===== src/rtl/mem_arbiter.sv =====
// rtl/mem_arbiter.sv - I/D cache line arbiter onto a shared L2 port
// Optional round-robin arbitration between the two sides: `define MEM_ARBITER_RR_EN
module mem_arbiter #(
    parameter int ADDR_W = 16,
    parameter int LINE_W = 128
) (
    input  logic              clk,
    input  logic              rst_n,
    input  logic              icache_read,
    input  logic [ADDR_W-1:0] icache_address,
    output logic [LINE_W-1:0] icache_rdata,
    output logic              icache_resp,
    input  logic              dcache_read,
    input  logic              dcache_write,
    input  logic [ADDR_W-1:0] dcache_address,
    input  logic [LINE_W-1:0] dcache_wdata,
    output logic [LINE_W-1:0] dcache_rdata,
    output logic              dcache_resp,
    output logic              l2_read,
    output logic              l2_write,
    output logic [ADDR_W-1:0] l2_address,
    output logic [LINE_W-1:0] l2_wdata,
    input  logic [LINE_W-1:0] l2_rdata,
    input  logic              l2_resp
);

    typedef enum logic [1:0] {
        IDLE    = 2'd0,
        SERVE_I = 2'd1,
        SERVE_D = 2'd2
    } state_t;

    state_t state;
    state_t state_next;
    logic   d_req;
    logic   i_wins;

    assign d_req = dcache_read | dcache_write;

`ifdef MEM_ARBITER_RR_EN
    // prio_i set means the instruction side wins the next simultaneous request
    logic prio_i;

    always_ff @(posedge clk or negedge rst_n) begin
        if (!rst_n) begin
            prio_i <= 1'b1;
        end else if (l2_resp && state == SERVE_I) begin
            prio_i <= 1'b0;
        end else if (l2_resp && state == SERVE_D) begin
            prio_i <= 1'b1;
        end
    end

    assign i_wins = prio_i;
`else
    assign i_wins = 1'b0;
`endif

    always_ff @(posedge clk or negedge rst_n) begin
        if (!rst_n) begin
            state <= IDLE;
        end else begin
            state <= state_next;
        end
    end

    always_comb begin
        state_next = state;
        case (state)
            IDLE: begin
                if (icache_read && d_req) begin
                    state_next = i_wins ? SERVE_I : SERVE_D;
                end else if (icache_read) begin
                    state_next = SERVE_I;
                end else if (d_req) begin
                    state_next = SERVE_D;
                end
            end
            SERVE_I: if (l2_resp) state_next = IDLE;
            SERVE_D: if (l2_resp) state_next = IDLE;
            default: state_next = IDLE;
        endcase
    end

    // Outputs follow the state; a dropped request keeps the grant until l2_resp
    always_comb begin
        l2_read      = 1'b0;
        l2_write     = 1'b0;
        l2_address   = '0;
        l2_wdata     = '0;
        icache_rdata = '0;
        dcache_rdata = '0;
        icache_resp  = 1'b0;
        dcache_resp  = 1'b0;
        case (state)
            SERVE_I: begin
                l2_read      = 1'b1;
                l2_address   = icache_address;
                icache_rdata = l2_rdata;
                icache_resp  = l2_resp;
            end
            SERVE_D: begin
                l2_read      = dcache_read & ~dcache_write;
                l2_write     = dcache_write;
                l2_address   = dcache_address;
                l2_wdata     = dcache_wdata;
                dcache_rdata = l2_rdata;
                dcache_resp  = l2_resp;
            end
            default: ;
        endcase
    end

endmodule


===== config.mk =====
export PLATFORM = sky130hd
export DESIGN_NAME = mem_arbiter
export DESIGN_NICKNAME = d
export VERILOG_FILES = /design/src/rtl/mem_arbiter.sv
export SDC_FILE = /design/constraint.sdc
export NUM_CORES = 1
export LEC_CHECK = 0
export BUFFER_PORTS_ARGS = -buffer_cell sky130_fd_sc_hd__buf_2
export CORE_AREA = 2 2 269 271
export DETAILED_ROUTE_END_ITERATION = 12
export DIE_AREA = 0 0 271 273
export PLACE_DENSITY = 0.3
export SETUP_SLACK_MARGIN = 0.3
export SYNTH_ARGS = -nofsm -noshare
export SYNTH_HDL_FRONTEND = slang
export SYNTH_SLANG_ARGS = --single-unit

===== constraint.sdc =====
create_clock -name clk -period 1.45 [get_ports clk]
set_clock_uncertainty 0.05 [all_clocks]
set_input_delay 0.0725 -clock clk [delete_from_list [all_inputs] [get_ports clk]]
set_output_delay 0.0725 -clock clk [all_outputs]
set_load 0.03 [all_outputs]

Word-level counts from Yosys, hierarchy flattened
Cells that the tools add are included.
{"block": "word_totals", "regBits": 2, "latchBits": 0, "ramBits": 0, "rom_bits": 0, "inputBits": 294, "output_inout_bits": 404, "word_cells": 25, "mem_count": 0}
{"block": "op_classes", "n_addsub": 0, "mul": 0, "div": 0, "magnitude_cmp": 0, "n_eq_ne": 4, "shift": 0, "mux": 13, "n_bitwise": 3, "n_reduce_logical": 4}
{"cell": "$mux 128", "n": 3}
{"cell": "$pmux 16 s2", "n": 1}
{"cell": "$mux 2", "n": 4}
{"cell": "$ne 4x4->1 const B", "n": 1}
{"cell": "$pmux 2 s2", "n": 1}
{"cell": "$mux 1", "n": 3}
{"cell": "$eq 2x1->1 const B", "n": 1}
{"cell": "$eq 2x2->1 const B", "n": 1}
{"cell": "$logic_not 2->1", "n": 1}
{"cell": "$ne 2x1->1 const B", "n": 1}
{"cell": "$pmux 1 s2", "n": 1}
{"cell": "$reduce_and 2->1", "n": 1}
{"cell": "$reduce_or 2->1", "n": 1}
{"cell": "$and 1x1->1", "n": 1}
{"cell": "$logic_and 1x1->1", "n": 1}
{"cell": "$not 1->1", "n": 1}
{"cell": "$or 1x1->1", "n": 1}

Logic depth before layout (Yosys ltp)
{"block": "depth", "word_depth": 5, "ltp_mapped": 6}

Worst setup path after synthesis
OpenSTA, ideal clock, no wires.
{"block": "synth_timing", "path_type": "register to output", "startpoint": "register state[1]", "endpoint": "output l2_address[0]", "t_arrival_ps": 1493, "t_required_ps": 1327, "slack_ps": -166, "stages_incl_launch_ff": 5, "n_path_buf": 1, "cell_sequence": "dfrtp_1 inv_1 ha_1 clkbuf_1 nor2b_1"}
{"block": "synth_via", "elab_chain_cells": 2, "word_cells_on_any_way": 3, "classes_between": "eq/ne: 2; mux: 1"}
{"element": "start: declaration", "line_no": "33", "source": "state_t state;"}
{"element": "start signal: assignment", "line_no": "63", "source": "state <= state_next;"}
{"element": "$eq 2x2->1 / $eq 2x1->1 (equally long branches)", "line_no": "95", "source": "case (state)"}
{"element": "$pmux 16 s2 *", "line_no": "95"}
{"element": "end: declaration", "line_no": "21", "source": "output logic [ADDR_W-1:0] l2_address,"}
Mark *: on every way between the ends. The rest lies on a longest branch, timed or not.

Worst setup path after layout
{"block": "layout_timing", "startpoint": "register state[0]", "endpoint": "output l2_wdata[14]"}
{"block": "layout_via", "elab_chain_cells": 2}
{"element": "$eq 2x2->1", "line_no": "95"}
{"element": "$mux 128", "line_no": "95"}
{"element": "end: declaration", "line_no": "22", "source": "output logic [LINE_W-1:0] l2_wdata,"}
Every way passes these cells.

==> results.json <==
{
  "path_class": "flip-flop to output port",
  "fillers": 8212,
  "cts_buffer_depth": 2,
  "slowest_delay_ns": 0.42,
  "cts-buffers-inserted": 3,
  "start_util_pct": 4.293,
  "coreArea_sq_mm": 0.07100,
  "wire_per_inst_um": 19.32,
  "postSynthCellCount": 483,
  "finalCritPeriodShare_pct": 125.2,
  "port_buffers": 697,
  "final_antenna_net_count": 0,
  "dieArea_sq_mm": 0.07398,
  "via_count": 6422,
  "grt_start_max_net_pins": 47,
  "report.final.slew_viol_count": 0,
  "largest-register": "state",
  "drive_gt1_share_pct": 95.31,
  "place.gp.congestion": 0.9247,
  "cts_sinks": 2,
  "synth_area_sq_mm": 0.003048,
  "grt_usage_pct": 9.634,
  "cp.arrival_ns": 1.69,
  "fp.dieW_um": 271,
  "rows": 98,
  "setup_viol": 404,
  "fin_nets": 1493,
  "largest_reg_flops": 2,
  "timing.fmax_mhz": 550.7,
  "dp_hpwl_um": 34480,
  "crit_fanout": 11,
  "antenna_found_initial": 36,
  "slew_headroom_pct": 85.33,
  "irDropWorstVdd_v": 0.0009514,
  "hold_viol": 0,
  "hp-class": "input port to flip-flop",
  "syn_nets": 781,
  "clk_latency_ns": 0.22,
  "rsz0062_at_grt": "yes",
  "clk_pin_slew_ns": 0.03,
  "vias_per_cell": 2.990,
  "pin_count": 698,
  "setup_ws_ns": -0.3658,
  "setup-tns-final_ns": -123.53,
  "wl_um": 41510,
  "cts-root-buf": "clkbuf_16",
  "grt_pass1_wl_um": 50930,
  "powerDensity_mw_per_mm2": 2150,
  "fin_cells": 2148,
  "post-place-cells": 2119,
  "seq_area_sq_um": 50.05,
  "period_needed_ns": 1.816,
  "avgSynthCellArea_sq_um": 6.310,
  "p_leak_uw": 0.005426,
  "critPathRequiredTime_ns": 1.33,
  "largestRegisters": "state (2)",
  "htreeDepth": 1,
  "status": "complete, but fails checks",
  "dr.pass1.iters": 4,
  "area_growth_pct": 237.2,
  "multiInputGateArea_sq_mm": 0.003510,
  "fp.dieH_um": 273,
  "crit_slowest_cell": "dfrtp_1",
  "grt-ovfl-total": 0,
  "synth-seq-cells": 2,
  "cts_tree": "built",
  "cp_cell_sequence": "inv_2, ha_4, buf_12, buf_4, and2_1, buf_4",
  "ys.warnings.count": 0,
  "cp-start-kind": "flip-flop",
  "max_cap_violations": 0,
  "tightest_slew_ns": 0.2201,
  "drtIter0Drc": 168,
  "violations": "setup timing",
  "grt_pass1_vias": 6735,
  "drcViolationCount": 0,
  "crit_path_frequent_cell": "buf_4",
  "endpoint_kind": "output port",
  "ys_seq_area_share_pct": 1.642,
  "synth.distinct_cells": 19
}
report_power, final:
group	leakage, uW	switching, uW	internal, uW
clock	0.0000370	66.3	351
combinational	0.00536	12300	9250
sequential	0.0000254	37.5	83.7
total	0.00543	12400	9690
kinds of logic after synthesis:
kind of cell | synth area share, %
flip-flops | 1.642
buffers and inverters | 8.005
AND/OR/NAND/NOR | 83.95
adder cells (fa/ha/maj) | 1.642
AO/OA/AOI/OAI | 4.762
critical path, delay by kind of cell (launching register included):
family | cells | cell delay, ns
fa+ha+maj | 1 | 0.21
buf+inv | 4 | 0.63
simple gates | 1 | 0.19
flops | 1 | 0.42
synthesized netlist by cell type:
cell type / count / area, sq um
and2_1: 387 / 2421
clkbuf_2: 20 / 100.1
a22oi_1: 16 / 120.1
clkbuf_1: 16 / 60.06
nor2b_1: 16 / 100.1
buf_2: 4 / 20.02
ha_1: 4 / 50.05
buf_4: 3 / 22.52
buf_6: 3 / 33.78
a21oi_1: 2 / 10.01
dfrtp_1: 2 / 50.05
inv_1: 2 / 7.510
nand3b_1: 2 / 15.01
and3b_1: 1 / 8.760
nand2_1: 1 / 3.750
nand2b_1: 1 / 6.260
nor2_1: 1 / 3.750
o211ai_1: 1 / 7.510
o21a_1: 1 / 7.510
worst paths after layout:
| check | from | endpoint | slack (ns) | cells past startpoint |
|---|---|---|---|---|
| max | state[0] | l2_wdata[14] | -0.37 | 6 |
| min reg2reg | state[0] | state[0] | 0.57 | 2 |
| max in group asynchronous | rst_n | state[0] | 1.13 | 2 |
| max reg2reg | state[0] | state[0] | 0.04 | 6 |
| min | icache_read | state[0] | 0.1 | 3 |
| min in group asynchronous | rst_n | state[1] | 0.12 | 2 |
final cells by class:
class                      instances  share of cell area, %
timing repair buffer             753                  52.87
multi-input combinational        433                  34.15
tap                              950                  11.57
clock buffer                       3                 0.7305
sequential                         2                 0.4870
antenna                            5                 0.1217
inverter                           2                0.07305
stage by stage:
stage | total power (uW) | worst slack (ns) | hold slack [ns] | utilization, % | area (sq um)
2_1_floorplan | 12040 | 0.07699 | -0.2731 | - | 3679
3_3_place_gp | 17740 | -0.2475 | -0.1887 | 12.00 | 8522
3_5_place_dp | 17680 | -0.2500 | -0.1866 | 12.00 | 8522
4_1_cts | 19940 | -0.3977 | 0.1071 | 13.01 | 9236
5_1_grt | 23190 | -0.4208 | 0.1364 | 14.46 | 10270
6_report | 22100 | -0.3658 | 0.09723 | 14.48 | 10280
per-layer routing:
layer  vias up  global-route usage [%]  wire length [um]
met5         -                       0               116
met4        18                   1.149              1026
met3        86                   2.311              3132
met2       495                   20.16             22630
met1      2934                   9.652             14600
li1       2889                       -                 -
what timing repair did:
item / in CTS / in global routing
gates cloned: 2 / 10
hold buffers: 1 / 0
setup buffers: 3 / 5
endpoints found under the hold margin: 2 / 0
endpoints found under the setup margin: 406 / 406
pin swaps: 2 / 18
gates resized for setup: 172 / 322
layout by cell type, fill, tap and decap left out, drive strengths merged, types with 2 or more instances in the layout:
cell    synthesis  layout
a21oi           2       2
a22oi          16      16
and2          387     387
buf            10     660
clkbuf         36      95
dfrtp           2       2
diode           0       5
ha              4       4
inv             2       2
nand3b          2       2
nor2b          16      16
Power figures use the tool's default switching activity.
